File: src/rtl/ghr_spec_ckpt.sv
`default_nettype none
// +--------------------------------------------------------------------------+
// | Module   : ghr_spec_ckpt                                                  |
// | Purpose  : Speculative global history with in-order checkpoint recovery, |
// |            committed history copy and gshare PHT index generation.       |
// | Options  : GHR_PERF_CNT_EN adds saturating resolve/mispredict counters.  |
// | Revision : 1.0                                                            |
// +--------------------------------------------------------------------------+
module ghr_spec_ckpt #(
  parameter int HIST_LEN   = 8,
  parameter int CKPT_DEPTH = 4,
  parameter int INDEX_W    = 10
) (
  input  logic                            clk,
  input  logic                            rst,
  input  logic                            pred_valid,
  input  logic                            pred_taken,
  input  logic [31:0]                     pred_pc,
  output logic                            pred_ready,
  output logic [INDEX_W-1:0]              pred_index,
  input  logic                            res_valid,
  input  logic                            res_taken,
  input  logic                            res_mispredict,
  output logic [HIST_LEN-1:0]             spec_hist,
  output logic [HIST_LEN-1:0]             commit_hist,
  output logic [$clog2(CKPT_DEPTH+1)-1:0] ckpt_count
`ifdef GHR_PERF_CNT_EN
  ,
  output logic [31:0]                     perf_resolved,
  output logic [31:0]                     perf_mispred
`endif
);

  localparam int c_cnt_w   = $clog2(CKPT_DEPTH + 1);
  localparam int c_ptr_w   = $clog2(CKPT_DEPTH);
  localparam int c_n_chunk = (HIST_LEN + INDEX_W - 1) / INDEX_W;
  localparam int c_pad_w   = c_n_chunk * INDEX_W;
  localparam logic [c_cnt_w-1:0] c_depth    = c_cnt_w'(CKPT_DEPTH);
  localparam logic [c_ptr_w-1:0] c_ptr_last = c_ptr_w'(CKPT_DEPTH - 1);

  logic [HIST_LEN-1:0] r_ckpt [CKPT_DEPTH];
  logic [c_ptr_w-1:0]  r_head;
  logic [c_ptr_w-1:0]  r_tail;
  logic [c_cnt_w-1:0]  r_count;
  logic [HIST_LEN-1:0] r_spec_hist;
  logic [HIST_LEN-1:0] r_commit_hist;

  logic                w_push;
  logic                w_pop;
  logic                w_mispred;
  logic [HIST_LEN-1:0] w_restore;
  logic [c_pad_w-1:0]  w_hist_pad;
  logic [INDEX_W-1:0]  w_fold;
  logic                w_unused_pc;

  assign pred_ready  = (r_count != c_depth);
  assign w_pop       = res_valid && (r_count != '0);
  assign w_mispred   = w_pop && res_mispredict;
  // A wrong-path prediction arriving with the mispredict is simply never accepted.
  assign w_push      = pred_valid && pred_ready && !w_mispred;
  assign w_restore   = {r_ckpt[r_head][HIST_LEN-2:0], res_taken};

  assign spec_hist   = r_spec_hist;
  assign commit_hist = r_commit_hist;
  assign ckpt_count  = r_count;

  // Long histories are folded into INDEX_W-bit chunks; the top chunk is zero-padded.
  generate
    if (c_pad_w > HIST_LEN) begin : g_pad
      assign w_hist_pad = {{(c_pad_w - HIST_LEN){1'b0}}, r_spec_hist};
    end else begin : g_nopad
      assign w_hist_pad = r_spec_hist;
    end
  endgenerate

  always_comb begin
    w_fold = '0;
    for (int i = 0; i < c_n_chunk; i++) begin
      w_fold = w_fold ^ w_hist_pad[i*INDEX_W +: INDEX_W];
    end
  end

  assign pred_index  = pred_pc[INDEX_W+1:2] ^ w_fold;
  assign w_unused_pc = ^pred_pc;

  always_ff @(posedge clk) begin
    if (w_push) begin
      r_ckpt[r_tail] <= r_spec_hist;
    end
  end

  always_ff @(posedge clk or negedge rst) begin
    if (!rst) begin
      r_head        <= '0;
      r_tail        <= '0;
      r_count       <= '0;
      r_spec_hist   <= '0;
      r_commit_hist <= '0;
    end else begin
      if (w_pop) begin
        r_commit_hist <= {r_commit_hist[HIST_LEN-2:0], res_taken};
      end
      if (w_mispred) begin
        r_spec_hist <= w_restore;
        r_head      <= '0;
        r_tail      <= '0;
        r_count     <= '0;
      end else begin
        if (w_push) begin
          r_spec_hist <= {r_spec_hist[HIST_LEN-2:0], pred_taken};
          r_tail      <= (r_tail == c_ptr_last) ? '0 : r_tail + 1'b1;
        end
        if (w_pop) begin
          r_head <= (r_head == c_ptr_last) ? '0 : r_head + 1'b1;
        end
        case ({w_push, w_pop})
          2'b10:   r_count <= r_count + 1'b1;
          2'b01:   r_count <= r_count - 1'b1;
          default: r_count <= r_count;
        endcase
      end
    end
  end

`ifdef GHR_PERF_CNT_EN
  logic [31:0] r_perf_resolved;
  logic [31:0] r_perf_mispred;

  always_ff @(posedge clk or negedge rst) begin
    if (!rst) begin
      r_perf_resolved <= '0;
      r_perf_mispred  <= '0;
    end else begin
      if (w_pop && (r_perf_resolved != 32'hFFFF_FFFF)) begin
        r_perf_resolved <= r_perf_resolved + 32'd1;
      end
      if (w_mispred && (r_perf_mispred != 32'hFFFF_FFFF)) begin
        r_perf_mispred <= r_perf_mispred + 32'd1;
      end
    end
  end

  assign perf_resolved = r_perf_resolved;
  assign perf_mispred  = r_perf_mispred;
`else
  // Performance counters are not built in this configuration.
`endif

endmodule
`default_nettype wire

File: config.mk
export PLATFORM = sky130hd
export DESIGN_NAME = ghr_spec_ckpt
export DESIGN_NICKNAME = d
export VERILOG_FILES = /design/src/rtl/ghr_spec_ckpt.sv
export SDC_FILE = /design/constraint.sdc
export NUM_CORES = 1
export LEC_CHECK = 0
export ABC_AREA = 1
export CAP_MARGIN = 20
export CORE_MARGIN = 2
export CORE_UTILIZATION = 46
export CTS_CLUSTER_SIZE = 24
export DETAILED_ROUTE_END_ITERATION = 6
export GPL_TIMING_DRIVEN = 0
export PLACE_DENSITY = 0.91
export SYNTH_ARGS = -nofsm -noshare
export SYNTH_HDL_FRONTEND = slang
export SYNTH_SLANG_ARGS = --single-unit
File: constraint.sdc
create_clock -name clk -period 2 [get_ports clk]
set_input_delay 0.3 -clock clk [delete_from_list [all_inputs] [get_ports clk]]
set_output_delay 0.3 -clock clk [all_outputs]
set_load 0.05 [all_outputs]
# Yosys cells after proc, flatten, opt, wreduce, memory -nomap -nowiden
# Memories as Yosys holds them, arrays and structs flattened.
# Index checks and enable logic that the tools add are counted.
# word_totals
ram_bits	32
wordCells	37
register_bits	23
mem_count	1
# op_classes
mux	12
addsub	4
n_bitwise	1
n_eq_ne	5
n_reduce_logical	9
# mem_list
memory	depth	word_bits	rd	rd_ports_with_merged_regs	write_ports	line	text
r_ckpt	4	8	1	0	1	41	logic [HIST_LEN-1:0] r_ckpt [CKPT_DEPTH];
# op_table
cell	n
two-way mux 8 bit	2
two-way mux 2 bit	6
XOR 10 x 8 -> 10 bit	1
== test 2 bit, second input constant	3
one-hot mux 3 bit (2 select lines)	1
nonzero test 3 bit	2
adder 2 x 1 -> 2 bit, second input constant	2
logical AND 1 bit	4
nonzero test 2 bit	2
adder 3 x 1 -> 3 bit, second input constant	1
two-way mux 3 bit	1
inequality test 3 bit, second input constant	1
subtractor 3 x 1 -> 3 bit, second input constant	1
== test 2 x 1 -> 1 bit, second input constant	1
two-way mux 1 bit	2
zero test 1 bit	1

# Longest topological paths before layout
# logic_depth
ltp_word	8
depth_mapped	13
ltp_nobuf	13

# Least setup slack after synthesis
# OpenSTA, ideal clock, no wires.
# synth_timing
path_kind	reg-to-reg
start	reg r_count[0], in the netlist ckpt_count[0]
end	reg r_count[2], in the netlist ckpt_count[2]
arrival_ps	2370
path_slack_ps	-489
stages_incl_launch_ff	13
setup_time_ps	118
period_less_slack_ps	2489
path_cell_list	dfrtp_1 > nor2_2 > nand2_1 > nand2_2 > o21ai_4 > inv_1 > fa_1 > xnor2_1 > inv_1 > nand2_1 > nand2_1 > nand2_1 > nand2_1
# synth_between
word_cells_on_any_way	14
# synth_lines
item	line	text
from (decl)	44	logic [c_cnt_w-1:0] r_count;
from (signal assigned)	117	2'b10: r_count <= r_count + 1'b1;
from (signal assigned)	118	2'b01: r_count <= r_count - 1'b1;
from (signal assigned)	119	default: r_count <= r_count;
inequality test 3 bit (*)	56	assign pred_ready = (r_count != c_depth);
net pred_ready	19	output logic pred_ready,
logical AND 1 bit (*) (2 in series)	60	assign w_push = pred_valid && pred_ready && !w_mispred;
== test 2 x 1 -> 1 bit or == test 2 bit (tied branches)	116	case ({w_push, w_pop})
one-hot mux 3 bit (2 select lines)	116	
two-way mux 3 bit	103	if (w_mispred) begin
# The timed path passes the listed nets; every way through them passes the cells marked *.
# A chain may end at the register's enable or synchronous reset.

# Worst setup path in the final report
# layout_timing
start	reg r_count[0], in the netlist ckpt_count[0]
end	reg r_count[2], in the netlist ckpt_count[2]
# layout_between
elab_chain_cells	8
word_cells_on_any_way	14
# layout_lines
item	line	text
nonzero test 3 bit	57	assign w_pop = res_valid && (r_count != '0);
logical AND 1 bit	57	
logical AND 1 bit	58	assign w_mispred = w_pop && res_mispredict;
zero test 1 bit	60	
logical AND 1 bit	60	
== test 2 x 1 -> 1 bit or == test 2 bit (tied branches)	116	
one-hot mux 3 bit (2 select lines)	116	
two-way mux 3 bit	103	
# Parallel ways exist; a longest one is shown, timed or not.

==> metrics.csv <==
metric;value;unit
cts_hold_buf;0;
die-area;5503;sq um
overflow;0;
drt-total-wl;5050;um
pre_cts_ws;-0.1086;ns
antenna_found_initial;0;
die_y;74.19;um
relSlewSlack;0.5047;
avgSynthCellArea;10.49;sq um
finalSetupTns;0;ns
async_reset_ff_frac;0.4510;
crit_type;reg2reg;
cts_buffer_depth;2;
synthesis.nets;261;
synth_area_leaders;edfxtp_1, dfrtp_1, nand2_1;
utilization;0.6225;
finalCriticalPeriod;1.937;ns
place_inst;327;
port_buffers;44;
finalCritPeriodShare;0.9687;
hold_viol_final;0;
outcome;complete, no violations;
tightest_slew;0.7401;ns
vias;1726;
ios;69;
cts_buffers;5;
fillCellCount;381;
drc;0;
multi_input_area;770.7;sq um
area_growth;29.76;%
hpwl;3439;um
clk_latency;0.31;ns
startpoint_type;register;
h-tree-depth;2;
synth.distinct_cells;24;
power_density;1680;nW/um^2
dr.pass1.iters;4;
finalWorstSetupSlack;0.06259;ns
place.gp.congestion;0.8029;
nNetsFinal;314;
synth_edf_count;28;
clock_skew;0.01122;ns
first_iter_violations;137;
grt_pass1_vias;1637;
tritoncts;built;
synth_seq_cells;51;
synth-seq-area-share;0.6251;
crit_path_max_fanout;4;
grt_max_degree;24;
setup_viol;0;
gr-usage-all-layers;0.1963;
worstPathArrival;2.14;ns
max-vdd-ir-drop;0.9357;mV
grt_pass1_wl;7941;um
syn_inst;216;
synth_area_leader_cell;edfxtp_1;
drive_above_1_share;0.1333;
ys_warn_count;0;
finalNonFillerCells;337;
fp-row-count;25;
root_buffer;clkbuf_8;
grt_setup_unrepaired;yes;
clock_sinks;51;
drv_slew;0;
wl_per_cell;14.99;um
avgViaCountPerCell;5.122;
coreArea;4723;sq um
end_kind;register;
antenna_cells;0;
ant_nets;0;
fmax;0.5162;GHz
drv_cap;0;
synth_top_area_share;0.3711;
hold_path_class;in2async;
synth_most_common_cell;nand2_1;
synth_commonest_cells;nand2_1, edfxtp_1, dfrtp_1;
synth_flop_cell;edfxtp_1;
p_leak;1.303;nW
start_util;0.4797;
layout.area.seq;1420;sq um
die-width;74.19;um
syn_area;2266;sq um
clk_pin_slew;0.09;ns
worstPathRequired;2.20;ns
-- state kept, by name, summed over array words and instances, names as in the netlist --
register     flops
r_head           2
r_tail           2
spec_hist        8
commit_hist      8
ckpt_count       3
r_ckpt          28
-- layout by cell type (no fill, tap or decap), drive strengths merged, types with 4 or more instances in the layout --
master / count
nand2: 60
clkbuf: 6
clkdlybuf4s50: 31
dlygate4sd2: 9
o21ai: 23
inv: 20
buf: 8
edfxtp: 28
xor2: 8
dlymetal6s2s: 4
dfrtp: 23
nor2: 20
ha: 5
o22ai: 7
nand3: 12
-- cell type report --
| class | instances | share of cell area |
|---|---|---|
| Timing Repair Buffer | 46 | 0.1570 |
| Sequential cell | 51 | 0.4830 |
| Clock inverter | 2 | 0.004255 |
| Clock buffer | 6 | 0.02468 |
| Tap cell | 67 | 0.02851 |
| Multi-Input combinational cell | 139 | 0.2621 |
| Buffer | 6 | 0.01404 |
| Inverter | 20 | 0.02638 |
-- critical path, stage by stage, from the launching register on --
cell	delay, ns
dfrtp_2	0.46
nor2_4	0.18
nand2_4	0.08
nand2_4	0.08
inv_4	0.05
o21ai_4	0.08
inv_2	0.07
fa_2	0.38
xnor2_2	0.15
inv_1	0.06
nand2_1	0.07
nand2_1	0.05
nand2_1	0.06
nand2_1	0.05
-- worst paths after layout --
check | startpoint | endpoint | slack [ns] | depth (start not counted)
setup / recovery | ckpt_count[0]$_DFFE_PN0P_ | ckpt_count[2]$_DFFE_PN0P_ | 0.06 | 13
hold / removal | rst | spec_hist[5]$_DFFE_PN0P_ | 0.35 | 1
setup reg to reg | ckpt_count[0]$_DFFE_PN0P_ | ckpt_count[2]$_DFFE_PN0P_ | 0.06 | 13
hold reg to reg | commit_hist[0]$_DFFE_PN0P_ | commit_hist[1]$_DFFE_PN0P_ | 0.51 | 2
max in group asynchronous | rst | commit_hist[4]$_DFFE_PN0P_ | 1.16 | 2
min in group clk | commit_hist[0]$_DFFE_PN0P_ | commit_hist[1]$_DFFE_PN0P_ | 0.51 | 2
-- where the power goes --
group	internal, mW	leakage (nW)	switching, mW
clock network	0.245	0.0412	0.335
registers	1.51	0.549	0.326
logic	0.801	0.712	1.72
-- metal layers --
metal | track usage | part of all wire | vias to the layer above
met3 | 0.04065 | 0.061 | 15
met4 | 0.07475 | 0.027 | 0
met1 | 0.2563 | 0.40 | 825
met5 | 0 | 0 | -
met2 | 0.3244 | 0.51 | 67
li1 | - | - | 819
-- per-stage QoR --
step	power (mW)	area [sq um]	hold slack, ns
after global placement	4.273	2821	0.4701
after detailed placement	4.388	2821	0.4818
final	4.940	2940	0.3518
after CTS	4.907	2895	0.5038
after global routing	5.201	2940	0.3938
after floorplan	3.536	2297	0.004409
-- cells by family after synthesis --
| family | count (synthesis) | synth area share |
|---|---|---|
| AO/OA/AOI/OAI | 32 | 0.08228 |
| XOR/XNOR | 9 | 0.03479 |
| adder cells (fa/ha/maj) | 6 | 0.03644 |
| buffers and inverters | 26 | 0.05135 |
| flip-flops | 51 | 0.6251 |
| AND/OR/NAND/NOR | 92 | 0.1701 |
-- repair_timing --
action,4_1_cts,5_1_grt
gates cloned,0,0
setup endpoints to repair,9,5
gates resized for setup,9,8
pin swaps,0,4
endpoints found under the hold margin,0,0
buffers inserted,0,1
(Power assumes the default switching activity.)
